==> config.mk <==
export PLATFORM = sky130hd
export DESIGN_NAME = cpu_datapath
export DESIGN_NICKNAME = d
export VERILOG_FILES = /design/src/rtl/cpu_datapath_pkg.sv /design/src/rtl/cpu_alu.sv /design/src/rtl/cpu_datapath.sv
export SDC_FILE = /design/constraint.sdc
export NUM_CORES = 1
export LEC_CHECK = 0
export BUFFER_PORTS_ARGS = -buffer_cell sky130_fd_sc_hd__buf_2
export CAP_MARGIN = 20
export CORE_UTILIZATION = 25
export DETAILED_ROUTE_END_ITERATION = 16
export GPL_TIMING_DRIVEN = 0
export PLACE_DENSITY_LB_ADDON = 0.1
export REMOVE_ABC_BUFFERS = 1
export SYNTH_ARGS = -nofsm -noshare
export SYNTH_HDL_FRONTEND = slang
export SYNTH_SLANG_ARGS = --single-unit
==> constraint.sdc <==
create_clock -name clk -period 4 [get_ports clk]
set_input_delay 1 -clock clk [delete_from_list [all_inputs] [get_ports clk]]
set_output_delay 1 -clock clk [all_outputs]
set_load 0.02 [all_outputs]
==> src/rtl/cpu_datapath_pkg.sv <==
// Shared types for the accumulator CPU: opcodes and controller states.
package cpu_datapath_pkg;

    localparam int OPCODE_W = 3;

    typedef enum logic [OPCODE_W-1:0] {
        HLT = 3'd0,
        SKZ = 3'd1,
        ADD = 3'd2,
        AND = 3'd3,
        XOR = 3'd4,
        LDA = 3'd5,
        STO = 3'd6,
        JMP = 3'd7
    } opcode_t;

    typedef enum logic [2:0] {
        INST_ADDR,
        INST_FETCH,
        INST_LOAD,
        IDLE,
        OP_ADDR,
        OP_FETCH,
        ALU_OP,
        STORE
    } state_t;

endpackage

==> src/rtl/cpu_alu.sv <==
// Combinational accumulator ALU; is_alu_op flags opcodes that write the AC.
import cpu_datapath_pkg::*;

module cpu_alu #(
    parameter int DWIDTH = 8
) (
    input  opcode_t           opcode,
    input  logic [DWIDTH-1:0] accum,
    input  logic [DWIDTH-1:0] data,
    output logic [DWIDTH-1:0] result,
    output logic              is_alu_op
);

    always_comb begin
        result    = accum;
        is_alu_op = 1'b1;
        unique case (opcode)
            ADD:     result = accum + data;
            AND:     result = accum & data;
            XOR:     result = accum ^ data;
            LDA:     result = data;
            default: is_alu_op = 1'b0;
        endcase
    end

endmodule

==> src/rtl/cpu_datapath.sv <==
// PC/IR/AC datapath driven by the instruction controller's strobes.
import cpu_datapath_pkg::*;

module cpu_datapath #(
    parameter int AWIDTH = 5,
    parameter int DWIDTH = 8
) (
    input  logic              clk,
    input  logic              rst_,
    input  logic              sel,
    input  logic              load_ac,
    input  logic              mem_rd,
    input  logic              mem_wr,
    input  logic              inc_pc,
    input  logic              load_pc,
    input  logic              load_ir,
    input  logic              halt,
    input  logic [DWIDTH-1:0] mem_rdata,
    output opcode_t           opcode,
    output logic              zero,
    output logic [AWIDTH-1:0] mem_addr,
    output logic              mem_re,
    output logic              mem_we,
    output logic [DWIDTH-1:0] mem_wdata,
    output logic [AWIDTH-1:0] pc,
    output logic              halted
);

    logic [DWIDTH-1:0] ir;
    logic [DWIDTH-1:0] ac;
    logic [DWIDTH-1:0] alu_result;
    logic              is_alu_op;
    logic              ld_ac_q;
    logic              freeze;
    logic              ac_en;

    // The halt cycle itself must already block every register update.
    assign freeze = halted | halt;
    assign ac_en  = load_ac & ~ld_ac_q & is_alu_op & ~freeze;

    assign opcode    = opcode_t'(ir[DWIDTH-1 -: OPCODE_W]);
    assign zero      = (ac == '0);
    assign mem_addr  = sel ? pc : ir[AWIDTH-1:0];
    assign mem_wdata = ac;
    assign mem_re    = mem_rd & ~halted & rst_;
    assign mem_we    = mem_wr & ~halted & rst_;

    cpu_alu #(
        .DWIDTH(DWIDTH)
    ) u_alu (
        .opcode   (opcode),
        .accum    (ac),
        .data     (mem_rdata),
        .result   (alu_result),
        .is_alu_op(is_alu_op)
    );

    always_ff @(posedge clk or negedge rst_) begin
        if (!rst_) begin
            halted  <= 1'b0;
            ld_ac_q <= 1'b0;
        end else begin
            ld_ac_q <= load_ac;
            if (halt)
                halted <= 1'b1;
        end
    end

    always_ff @(posedge clk or negedge rst_) begin
        if (!rst_) begin
            ir <= '0;
            ac <= '0;
        end else begin
            if (load_ir && !freeze)
                ir <= mem_rdata;
            if (ac_en)
                ac <= alu_result;
        end
    end

    // A jump wins over a simultaneous increment.
    always_ff @(posedge clk or negedge rst_) begin
        if (!rst_)
            pc <= '0;
        else if (!freeze) begin
            if (load_pc)
                pc <= ir[AWIDTH-1:0];
            else if (inc_pc)
                pc <= pc + AWIDTH'(1);
        end
    end

endmodule

Word level (Yosys, flattened, before mapping)

Cells that the tools add are included.
W data, S select, Z words.

Register bits: 23
Latch bits: 0
Bits in writable memories: 0
ROM bits: 0
Input port bits: 18
Output and inout bits: 25
Word-level logic and storage cells: 37
Memories: 0

$add $sub $neg: 2
Multipliers: 0
Divide/modulo/power cells: 0
$lt $le $gt $ge: 0
Equality and inequality tests: 4
Shifts and indexed selects: 0
Muxes and demuxes: 5
Bitwise gates (word level): 13
Reduce and logical (&&, ||, !) cells: 8

Operators with widths:

| cell                  | number |
|---|---|
| $pmux W8 S4           | 1 |
| $mux W5               | 3 |
| $add A8 B8 Y8         | 1 |
| $and A8 B8 Y8         | 1 |
| $logic_not A8 Y1      | 1 |
| $xor A8 B8 Y8         | 1 |
| $and A1 B1 Y1         | 7 |
| $eq A3 B2 Y1 const B  | 2 |
| $eq A3 B3 Y1 const B  | 2 |
| $add A5 B1 Y5 const B | 1 |
| $reduce_and A2 Y1     | 2 |
| $reduce_bool A4 Y1    | 1 |
| $reduce_or A4 Y1      | 1 |
| $not A1 Y1            | 3 |
| $reduce_bool A2 Y1    | 1 |
| $logic_and A1 B1 Y1   | 1 |
| $logic_not A1 Y1      | 1 |
| $mux W1               | 1 |
| $or A1 B1 Y1          | 1 |

Logic depth before layout (Yosys ltp)

Depth in word-level cells: 6
Mapped depth: 6
Mapped depth without buffers: 6

Modules after synthesis

Synthesis repeated with hierarchy kept, for this count alone.

Cell total of the unflattened synthesis: 194
Area, all modules: 1823.0 sq um

Modules (own cells, without submodules):

| module       | times used | cells each | area an instance (sq um) | seq. area each (sq um) |
|---|---|---|---|---|
| cpu_datapath | 1          | 89         | 1139.8                   | 575.6 |
| cpu_alu      | 1          | 105        | 683.2                    | 0.0 |

Worst setup path before layout

No wires, ideal clock.

Path type: input -> register
Start point: in mem_rdata[0]
End point: reg ac[6] (netlist: mem_wdata[6])
Library setup time: 129 ps
Arrival time: 2377 ps
Data required time: 3871 ps
Setup slack: 1494 ps
Stages: 6
Buffers on the path: 0
Cells stage by stage: ha_1 > fa_1 > a211o_1 > a211oi_1 > or4b_1 > nand3_1

Word-level cells in the longest chain between the ends: 2

RTL lines:

| element                | line               | text |
|---|---|---|
| start: declaration     | cpu_datapath.sv:18 | `input logic [DWIDTH-1:0] mem_rdata,` |
| $add A8 B8 Y8          | cpu_alu.sv:18      | `ADD: result = accum + data;` |
| $pmux W8 S4            | cpu_alu.sv:17      | `unique case (opcode)` |
| end signal: assignment | cpu_datapath.sv:77 | `ac <= alu_result;` |
| end: declaration       | cpu_datapath.sv:30 | `logic [DWIDTH-1:0] ac;` |

Every way passes these cells.
A chain may end at the register's enable or synchronous reset.

Worst setup path in the final report

Start point: in rst_
End point: out mem_we

Word-level cells in the longest chain between the ends: 1

RTL lines:

| element            | line               | text |
|---|---|---|
| start: declaration | cpu_datapath.sv:9  | `input logic rst_,` |
| $and A1 B1 Y1      | cpu_datapath.sv:46 | `assign mem_we = mem_wr & ~halted & rst_;` |
| end: declaration   | cpu_datapath.sv:23 | `output logic mem_we,` |

Every way passes these cells.

==> results.toml <==
[timing]
clock_skew_ps = 12.0
finalHoldViolations = 0
rsz0062_at_grt = "false"
period_needed_ps = 2910
fin_crit_sh_pct = 72.7
fin_hold_ws_ps = 533
finalSetupViolCount = 0
fin_tns_setup_ps = 0
report.final.slew_viol_count = 0
worst_pin_slew_ps = 669
relSlewSlack_pct = 55.4
worst_slack_ps = 1090
fmax_mhz = 344

[placement]
finalWeightedCongestion = 0.741
placed_cells = 280
place_hpwl_um = 3330
postPlaceCellArea_um2 = 1930
portBuffers = 42
dpl_worst_slack_ps = 1030

[synthesis]
netlist_area_um2 = 1670
syn_inst = 171
yosysTopAreaCellShare_pct = 34.5
synth_area_leaders = "dfrtp_1 (34%), mux2_2 (9.4%), ha_1 (6.7%)"
avgSynthCellArea_um2 = 9.76
synth-edff-count = 0
synth_top_cell_by_area = "dfrtp_1"
ys_ff_latch = 23
seq_area_frac_synth_pct = 34.5
ys_warn_count = 0
async_flop_share_pct = 100
synthFlopType = "dfrtp_1"
ys_types = 48

[final_layout]
drive_gt1_share_pct = 31.4
antenna_cells = 0
post-route-util_pct = 30.9
fin_cells = 284
design_area_um2 = 1970
syn2layout_area_growth_pct = 18.1
nets = 236

[drt]
routedWlPerCell_um = 15.9
ant_nets = 0
firstDrtPassIters = 4
vias_per_cell = 5.14
vias = 1459
routed_wirelength_um = 4530
initialDrtViolationCount = 32
drcViolationCount = 0

[grt]
grt_pass1_wl_um = 7430
antenna_found_initial = 0
grt-ovfl-total = 0
grt_start_max_net_pins = 26
track_usage_pct = 13.4
grt_pass1_vias = 1413

[run]
maxCapViolCount = 0

[floorplan]
dieArea_um2 = 7010
die_w_um = 83.7
start_util_pct = 26.1
io_pins = 43
num_rows = 29
die_h_um = 83.7
core_area_um2 = 6390

[clock_tree]
clockBufferDepth = 2
clk_latency_ps = 280
cts.repair.resized = 0
cts_max_level = 1
cts_tree = "done"
cts_root_buffer = "clkbuf_8"
numCtsBuffers = 3
cts_setup_buffers = 0
cts_hold_buf = 0
path_clk_slew_ps = 90
cts_sinks = 23

[setup_path]
end_kind = "output pin"
cp_top_family = "buffers and inverters"
start_kind = "input port"
cpPeakStageDelay_ps = 470
crit_path_top_delay_cell = "buf_2"
cp_data_arrival_time_ps = 1910
path_cells = "buf_2 > and3b_2 > buf_2"
worst_ep_required_time_ps = 3000
crit_type = "in2out"
path_max_fanout = 25
crit_path_frequent_cell = "buf_2"
path_buf_inv = 2

[outcome]
status = "finished clean"

[min_path]
hold_class = "reg2reg"

[pwr]
leakage_nw = 0.981
total_power_mw = 0.589
power_density_nw_per_um2 = 299
ir_drop_mv = 0.148
==> routing by layer <==
metal	global-route usage (%)	vias to the layer above	part of all wire [%]
met5	0	-	0
met1	18.1	684	49
met3	3.17	4	5.0
met4	3.70	0	1.1
li1	-	725	-
met2	21.4	46	45
==> final cells by class <==
type,instances,area (um2)
repair buffers,42,210
inverters,4,15.0
flip-flops and latches,23,576
multi-input cells,134,1030
well taps,77,96.3
clock inverters,1,5.00
clock buffers,3,41.3
fillers,699,4410
==> power breakdown <==
part	internal, mW	switching (mW)	total, mW
logic	0.0701	0.0881	0.158
clock network	0.0699	0.0882	0.158
registers	0.248	0.0256	0.273
==> Yosys cell counts (all sizes together) (3+ instances only) <==
cell,instances
a211o,4
o211ai,3
a21o,3
mux2i,9
o2bb2ai,3
clkbuf,5
nand2,14
or4b,3
nand3,6
o21ai,13
a21oi,7
nor2,9
mux2,14
buf,5
dfrtp,23
ha,9
and3b,4
o22ai,3
inv,4
==> state kept, by name, summed over array words and instances (netlist names) <==
name / flops
pc: 5
mem_wdata: 8
ld_ac_q: 1
halted: 1
ir: 8
==> worst paths after layout <==
kind / start / end / slack (ps) / cells past startpoint
setup / recovery: rst_ / mem_we / 1090 / 3
hold / removal: ir[4] / ir[4] / 530 / 1
setup reg to reg: mem_wdata[0] / mem_wdata[6] / 1900 / 6
hold reg to reg: ir[4] / ir[4] / 530 / 1
max in group asynchronous: rst_ / pc[4] / 2880 / 1
min in group asynchronous: rst_ / ir[7] / 720 / 1
==> cell usage in the layout, fill, tap and decap left out, drive strengths merged, types with 3 or more instances in the layout <==
cell / Yosys / final
or4b: 3 / 3
mux2: 14 / 14
o22ai: 3 / 3
dfrtp: 23 / 23
ha: 9 / 9
a21oi: 7 / 7
nand2: 14 / 14
buf: 5 / 42
o211ai: 3 / 3
nand3: 6 / 6
inv: 4 / 4
o21ai: 13 / 13
nor2: 9 / 9
mux2i: 9 / 9
o2bb2ai: 3 / 3
clkbuf: 5 / 3
a21o: 3 / 3
and3b: 4 / 4
a211o: 4 / 4
==> cells by family (layout without fill, tap and decap cells) <==
kind of cell	after synthesis	in the layout	synth area share [%]
adders and majority gates	10	10	7.95
AOI/OAI and AO/OA	50	50	20.4
xor gates and xnor gates	1	1	0.525
DFF	23	23	34.5
muxes	23	23	14.8
buffers and inverters	14	50	3.90
and+or+nand+nor	50	50	17.9
No activity file was read; power rests on OpenSTA's default activity.
